## src/rtl/axi_sram_rd_slave.sv

```systemverilog
// AXI read-only slave. Accepts one AR burst at a time and streams R beats from a
// synchronous single-port SRAM (one-cycle read latency). Illegal bursts are answered
// with SLVERR beats and never touch the SRAM.
module axi_sram_rd_slave #(
    parameter int unsigned IDS_W   = 8,
    parameter int unsigned ADDR_W  = 32,
    parameter int unsigned DATA_W  = 32,
    parameter int unsigned LEN_W   = 4,
    parameter int unsigned SRAM_AW = 14
) (
    input  logic               clk,
    input  logic               rst,
    input  logic [IDS_W-1:0]   ARID_S,
    input  logic [ADDR_W-1:0]  ARADDR_S,
    input  logic [LEN_W-1:0]   ARLEN_S,
    input  logic [2:0]         ARSIZE_S,
    input  logic [1:0]         ARBURST_S,
    input  logic               ARVALID_S,
    output logic               ARREADY_S,
    output logic [IDS_W-1:0]   RID_S,
    output logic [DATA_W-1:0]  RDATA_S,
    output logic [1:0]         RRESP_S,
    output logic               RLAST_S,
    output logic               RVALID_S,
    input  logic               RREADY_S,
    output logic               sram_cs,
    output logic [SRAM_AW-1:0] sram_addr,
    input  logic [DATA_W-1:0]  sram_rdata
);

    typedef enum logic [1:0] {StIdle, StFetch, StData, StErr} state_t;

    state_t             state_q;
    logic [IDS_W-1:0]   id_q;
    logic [SRAM_AW-1:0] addr_q;
    logic [LEN_W-1:0]   len_q;
    logic [LEN_W-1:0]   cnt_q;
    logic [1:0]         burst_q;
    logic [1:0]         resp_q;
    logic               arready_q;
    logic               rvalid_q;
    logic               fresh_q;   // SRAM output belongs to the beat on display
    logic [DATA_W-1:0]  hold_q;

    logic               ar_hs;
    logic               r_hs;
    logic               last;
    logic               ar_err;
    logic               wrap_len_ok;
    logic               fetch_next;
    logic [SRAM_AW-1:0] wrap_mask;
    logic [SRAM_AW-1:0] addr_inc;
    logic [SRAM_AW-1:0] addr_nxt;

    // Only the word-address bits are decoded here; the rest is handled upstream.
    logic unused_addr;
    assign unused_addr = ^{ARADDR_S[ADDR_W-1:SRAM_AW+2], ARADDR_S[1:0]};

    assign ar_hs      = ARVALID_S & arready_q;
    assign r_hs       = rvalid_q & RREADY_S;
    assign last       = (cnt_q == len_q);
    assign fetch_next = (state_q == StData) & r_hs & ~last;

    // Burst legality check and next-beat address generation.
    always_comb begin
        wrap_len_ok = 1'b0;
        case (ARLEN_S)
            LEN_W'(1), LEN_W'(3), LEN_W'(7), LEN_W'(15): wrap_len_ok = 1'b1;
            default:                                     wrap_len_ok = 1'b0;
        endcase
        ar_err = (ARSIZE_S != 3'b010) | (ARBURST_S == 2'b11) |
                 ((ARBURST_S == 2'b10) & ~wrap_len_ok);

        // Legal WRAP lengths are 2^k-1, so LEN itself is the wrap mask.
        wrap_mask = SRAM_AW'(len_q);
        addr_inc  = addr_q + SRAM_AW'(1);
        case (burst_q)
            2'b00:   addr_nxt = addr_q;
            2'b10:   addr_nxt = (addr_q & ~wrap_mask) | (addr_inc & wrap_mask);
            default: addr_nxt = addr_inc;
        endcase
    end

    // SRAM strobe and R-channel outputs; the next word is fetched in the handshake cycle.
    always_comb begin
        sram_cs   = (state_q == StFetch) | fetch_next;
        sram_addr = fetch_next ? addr_nxt : addr_q;
        RDATA_S   = '0;
        if (state_q == StData) begin
            RDATA_S = fresh_q ? sram_rdata : hold_q;
        end
        ARREADY_S = arready_q;
        RVALID_S  = rvalid_q;
        RLAST_S   = rvalid_q & last;
        RID_S     = id_q;
        RRESP_S   = resp_q;
    end

    // Control FSM with registered handshake outputs.
    always_ff @(posedge clk or posedge rst) begin
        if (rst) begin
            state_q   <= StIdle;
            id_q      <= '0;
            addr_q    <= '0;
            len_q     <= '0;
            cnt_q     <= '0;
            burst_q   <= '0;
            resp_q    <= '0;
            arready_q <= 1'b0;
            rvalid_q  <= 1'b0;
            fresh_q   <= 1'b0;
            hold_q    <= '0;
        end else begin
            fresh_q <= sram_cs;
            if ((state_q == StData) & fresh_q & ~r_hs) begin
                hold_q <= sram_rdata;
            end
            case (state_q)
                StIdle: begin
                    arready_q <= ~ar_hs;
                    if (ar_hs) begin
                        id_q    <= ARID_S;
                        addr_q  <= ARADDR_S[SRAM_AW+1:2];
                        len_q   <= ARLEN_S;
                        burst_q <= ARBURST_S;
                        cnt_q   <= '0;
                        if (ar_err) begin
                            resp_q   <= 2'b10;
                            rvalid_q <= 1'b1;
                            state_q  <= StErr;
                        end else begin
                            resp_q  <= 2'b00;
                            state_q <= StFetch;
                        end
                    end
                end
                StFetch: begin
                    rvalid_q <= 1'b1;
                    state_q  <= StData;
                end
                default: begin
                    if (r_hs) begin
                        if (last) begin
                            rvalid_q  <= 1'b0;
                            arready_q <= 1'b1;
                            state_q   <= StIdle;
                        end else begin
                            cnt_q <= cnt_q + LEN_W'(1);
                            if (state_q == StData) begin
                                addr_q <= addr_nxt;
                            end
                        end
                    end
                end
            endcase
        end
    end

endmodule

```

## config.mk

```make
export PLATFORM = sky130hd
export DESIGN_NAME = axi_sram_rd_slave
export DESIGN_NICKNAME = d
export VERILOG_FILES = /design/src/rtl/axi_sram_rd_slave.sv
export SDC_FILE = /design/constraint.sdc
export NUM_CORES = 1
export LEC_CHECK = 0
export ABC_AREA = 1
export BUFFER_PORTS_ARGS = -buffer_cell sky130_fd_sc_hd__buf_2
export CAP_MARGIN = 20
export CORE_MARGIN = 3
export CORE_UTILIZATION = 30
export CTS_BUF_LIST = sky130_fd_sc_hd__clkbuf_16
export DETAILED_ROUTE_END_ITERATION = 8
export PLACE_DENSITY = 0.62
export SYNTH_ARGS = -nofsm -noshare
export SYNTH_HDL_FRONTEND = slang
export SYNTH_SLANG_ARGS = --single-unit
```

## constraint.sdc

```tcl
create_clock -name clk -period 2.02 [get_ports clk]
set_input_delay 0.202 -clock clk [delete_from_list [all_inputs] [get_ports clk]]
set_output_delay 0.202 -clock clk [all_outputs]
set_load 0.005 [all_outputs]
```

-- After elaboration in Yosys (flattened, before gate mapping)
Index checks and enable logic that the tools add are counted.
- flip-flop bits (word level): 71
- word-level logic and storage cells: 89
- input bits: 85
- output and inout bits: 60
- bitwise logic cells: 20
- reductions and logical operators: 14
- add/subtract/negate cells: 2
- mux-type cells: 28
- equal/unequal tests: 14
- operators by type and width (kind ; number):
    two-way mux 14 bit ; 5
    two-way mux 32 bit ; 2
    case mux 14 bit (2 select lines) ; 2
    adder 14 x 1 -> 14 bit (second input constant) ; 1
    AND 14 bit ; 1
    AND 14 x 4 -> 14 bit ; 1
    NOT 4 -> 14 bit ; 1
    OR 14 bit ; 1
    two-way mux 4 bit ; 3
    two-way mux 2 bit ; 5
    AND 1 bit ; 8
    == test 2 bit (second input constant) ; 4
    case mux 4 bit (2 select lines) ; 1
    AND reduction 4 bit ; 2
    two-way mux 1 bit ; 7
    AND reduction 3 bit ; 2
    nonzero test 2 bit ; 3
    nonzero test 3 bit ; 2
    NOT 1 bit ; 5
    AND reduction 5 bit ; 1
    adder 4 x 1 -> 4 bit (second input constant) ; 1
    == test 4 x 1 -> 1 bit (second input constant) ; 1
    == test 4 x 2 -> 1 bit (second input constant) ; 1
    == test 4 x 3 -> 1 bit (second input constant) ; 1
    12 further kinds ; 17

-- Logic depth before layout (Yosys ltp)
- depth after elaboration: 9
- gate-level depth with buffers: 11

-- Worst setup path before layout
Ideal clock, no wire load.
- path kind: register -> output
- start: reg addr_q[1]
- end: out sram_addr[12]
- cell stages (with the launch flop): 10
- slack: 0.553 ns
- data arrival time: 1.265 ns
- path through: dfrtp_1 -> ha_1 -> nand2_1 -> nor2_2 -> nand2_1 -> nor2_1 -> nand4_1 -> nand2_1 -> nand2_1 -> o21ai_1
- longest elaborated chain between the ends: 5
- ends and longest elaborated chain (item ; line ; source):
    start: declaration ; 35 ; logic [SRAM_AW-1:0] addr_q;
    start signal: assignment ; 123 ; addr_q <= ARADDR_S[SRAM_AW+1:2];
    start signal: assignment ; 150 ; addr_q <= addr_nxt;
    adder 14 x 1 -> 14 bit * ; 76 ; addr_inc = addr_q + SRAM_AW'(1);
    AND 14 x 4 -> 14 bit ; 79 ; 2'b10: addr_nxt = (addr_q & ~wrap_mask) | (addr_inc & wrap_mask);
    OR 14 bit ; 79 ;
    case mux 14 bit (2 select lines) * ; 77 ; case (burst_q)
    two-way mux 14 bit * ; 87 ; sram_addr = fetch_next ? addr_nxt : addr_q;
    end: declaration ; 27 ; output logic [SRAM_AW-1:0] sram_addr,
Every way passes the cells marked *; elsewhere a longest branch is shown, timed or not.

-- Worst setup path after layout
- start: reg addr_q[0]
- end: out sram_addr[12]
The elaborated chain is that of the path after synthesis.

==> results.yml <==
run_status:
  status: "finished, final reports clean"
critical_path:
  r2r_end: "addr_q[10]"
  reg2reg_slack_ps: 360
  timing.critical_path.buf_inv: 1
  r2r_start: "state_q[1]"
  ff2ff_path_depth: 7
  endpoint_kind: "output port"
  crit_family: "simple AND/OR/NAND/NOR gates"
  cp_max_fo: 4
  critical-path-max-stage-delay_ps: 410
  required_ps: 1820
  crit_type: "flop to output port"
  start_kind: "flop"
  crit_cells: 11
  slowest_stage: "dfrtp_1"
  crit_chain: "ha_4 -> nand2_4 -> nor2_4 -> nand2_2 -> nor2_4 -> nand2_1 -> nand2_2 -> nand2_1 -> nand2_1 -> o21ai_2 -> buf_2"
  worst_path_most_repeated_cell: "nand2_1"
  arrival_ps: 1740
clocking:
  htreeDepth: 3
  numCtsBuffers: 9
  tritoncts: "done"
  cts_root_buffer: "clkbuf_16"
  cts_buffer_depth: 2
  clk_pin_slew_ps: 50
  insertion_delay_ps: 330
  cts.sinks: 70
hold_path:
  hold_class: "primary input to flop"
  min_path_cells: 3
  hp-start: "ARID_S[4]"
  worstHoldEndpoint: "RID_S[4]"
yosys:
  synth-simple-area-share_pct: 27.47
  synth-compound-area-share_pct: 16.53
  synth_fa_ha_area_share_pct: 0.6215
  synthXorXnorAreaFrac_pct: 1.088
  synth-seq-cells: 70
  syn_area_per_cell_um2: 7.064
  synth_top_family_by_area: "simple AND/OR/NAND/NOR gates"
  synth.distinct_cells: 34
  yosysWarnings: 0
  syn_inst: 570
  yosysSeqAreaShare_pct: 43.51
  synth_mux_area_share_pct: 0.2486
  syn-num-nets: 657
  syn_area_um2: 4026
die:
  die_w_um: 121.9
  ios: 145
  rows: 41
  fp.dieArea_um2: 14850
  die_y_um: 121.9
  start_util_pct: 31.27
  coreArea_um2: 12880
grt:
  grt.overflow.total: 0
  grt.total_usage_pct: 14.66
  grt_start_max_net_pins: 71
  grt_pass1_vias: 3670
  antenna_found_initial: 0
  grt_pass1_wl_um: 17380
layout:
  n_fill_cell: 1364
  layoutNonFillerInstCount: 878
  final_nets: 788
  drive_gt1_share_pct: 28.19
  insertedDiodeCount: 0
  postLayoutCellArea_um2: 5370
  syn2layout_area_growth_pct: 33.37
timing:
  maxSlewViolCount: 0
  fmax_mhz: 514.6
  finalSetupViolCount: 0
  finalClockSkew_ps: 4.602
  rsz0062_at_grt: "yes"
  hold_violations: 0
  fin_crit_sh_pct: 96.21
  post-route-min-period_ps: 1943
detailed_routing:
  routedWlPerCell_um: 12.18
  final_antenna_net_count: 0
  num_vias: 3969
  via_per_inst: 4.521
  drt_first_pass_iters: 4
  wl_um: 10690
  drcViolationCount: 0
  dr.first_iter.drc_count: 170
place:
  numPortBuffers: 125
  place_inst: 849
  dp_hpwl_um: 7381
  place_area_um2: 4848
  gp_congestion: 0.8247
power_and_ir_drop:
  vdd_drop_max_uv: 568.7
  power_density_nw_per_um2: 1455
  leakagePower_nw: 2.779
run:
  maxCapViolations: 0
==> report_power, final <==
group / leakage [nW] / internal (W) / switching [W]
Sequential: 0.857 / 0.00205 / 0.000396
Clock: 0.145 / 0.000935 / 0.000586
Combinational: 1.78 / 0.00165 / 0.00219
==> through the flow <==
stage / util, % / setup WS (ps) / hold WS [ps] / setup TNS, ps / power, W
after floorplan: - / 49.79 / 318.6 / 0 / 0.004693
after global placement: 37.65 / 253.6 / 323.9 / 0 / 0.005976
after detailed placement: 37.65 / 246.6 / 318.8 / 0 / 0.006011
after CTS: 40.38 / -4.847 / 52.61 / -4.847 / 0.007691
after global routing: 41.71 / -46.35 / 71.91 / -63.53 / 0.008591
final: 41.71 / 76.56 / 71.24 / 0 / 0.007816
==> sequential cells by signal (all words and copies together), names as in the netlist <==
register and flops:
addr_q 14, len_q 4, RRESP_S 1, hold_q 32, burst_q 2, RID_S 8, state_q 2, RVALID_S 1
fresh_q 1, ARREADY_S 1, cnt_q 4
==> layer usage <==
layer	wire (um)	GRT usage [%]
met5	0	0
met1	5010	19.57
met2	4745	22.58
met4	93	5.182
met3	842	4.457
==> cell type report <==
type	count	area (um2)	share of cell area [%]
Multi-Input combinational cell	396	1957	36.44
Sequential cell	70	1755	32.69
Timing Repair Buffer	149	879.6	16.38
Inverter	75	281.5	5.242
Clock buffer	9	225.2	4.194
Tap cell	172	215.2	4.007
Clock inverter	7	56.30	1.048
==> cell usage after synthesis (all sizes together) <==
cell / n / area share (%)
a21oi: 7 / 0.87
inv: 75 / 7.0
xor2: 4 / 0.87
ha: 2 / 0.62
conb: 1 / 0.093
nand3: 27 / 3.4
a31oi: 1 / 0.16
mux2i: 1 / 0.25
o22ai: 1 / 0.16
nor3b: 1 / 0.19
buf: 24 / 2.9
nand4: 3 / 0.47
o21bai: 1 / 0.19
a211oi: 32 / 6.0
nor3: 2 / 0.53
o211ai: 3 / 0.56
clkbuf: 5 / 0.56
o21ai: 68 / 8.5
nand2: 182 / 17
or2: 2 / 0.31
xnor2: 1 / 0.22
a22oi: 1 / 0.19
nor2: 56 / 5.5
dfrtp: 70 / 44
==> what timing repair did <==
item	CTS	global route
gates resized for setup	7	34
pin swaps	2	9
setup endpoints to repair	13	14
buffers inserted	5	6
endpoints found under the hold margin	70	0
hold buffers	1	0
gates cloned	0	1
==> tightest hold or removal path: cells and delay by family <==
family        cells  cell delay [ps]
simple gates      2               90
buf+inv           1               70
==> kinds of logic after synthesis <==
group                      after synthesis
AOI/OAI and AO/OA                      114
muxes                                    1
adders and majority gates                2
xor gates and xnor gates                 5
and+or+nand+nor                        273
other                                    1
buffers and inverters                  104
DFF                                     70
==> cells in the final DEF, fill, tap and decap left out, drive strengths merged <==
cell,count
nand3,27
clkbuf,10
a22oi,1
buf,147
or2,2
xor2,4
inv,76
bufinv,1
a31oi,1
nor3b,1
conb,1
o22ai,1
a211oi,32
dfrtp,70
nor2,56
o21ai,68
o211ai,3
mux2i,1
ha,2
dlygate4sd3,1
nand4,3
clkinv,5
o21bai,1
nand2,182
a21oi,7
nor3,2
xnor2,1
==> worst max path at each step <==
stage | from | endpoint | slack, ps
6_report | addr_q[0] | sram_addr[12] | 80
5_1_grt | addr_q[0] | sram_addr[12] | -50
4_1_cts | addr_q[0] | sram_addr[12] | -5
3_5_place_dp | addr_q[1] | sram_addr[12] | 250
3_3_place_gp | addr_q[1] | sram_addr[12] | 250
2_1_floorplan | rst | ARREADY_S | 50
(Power assumes the default switching activity.)
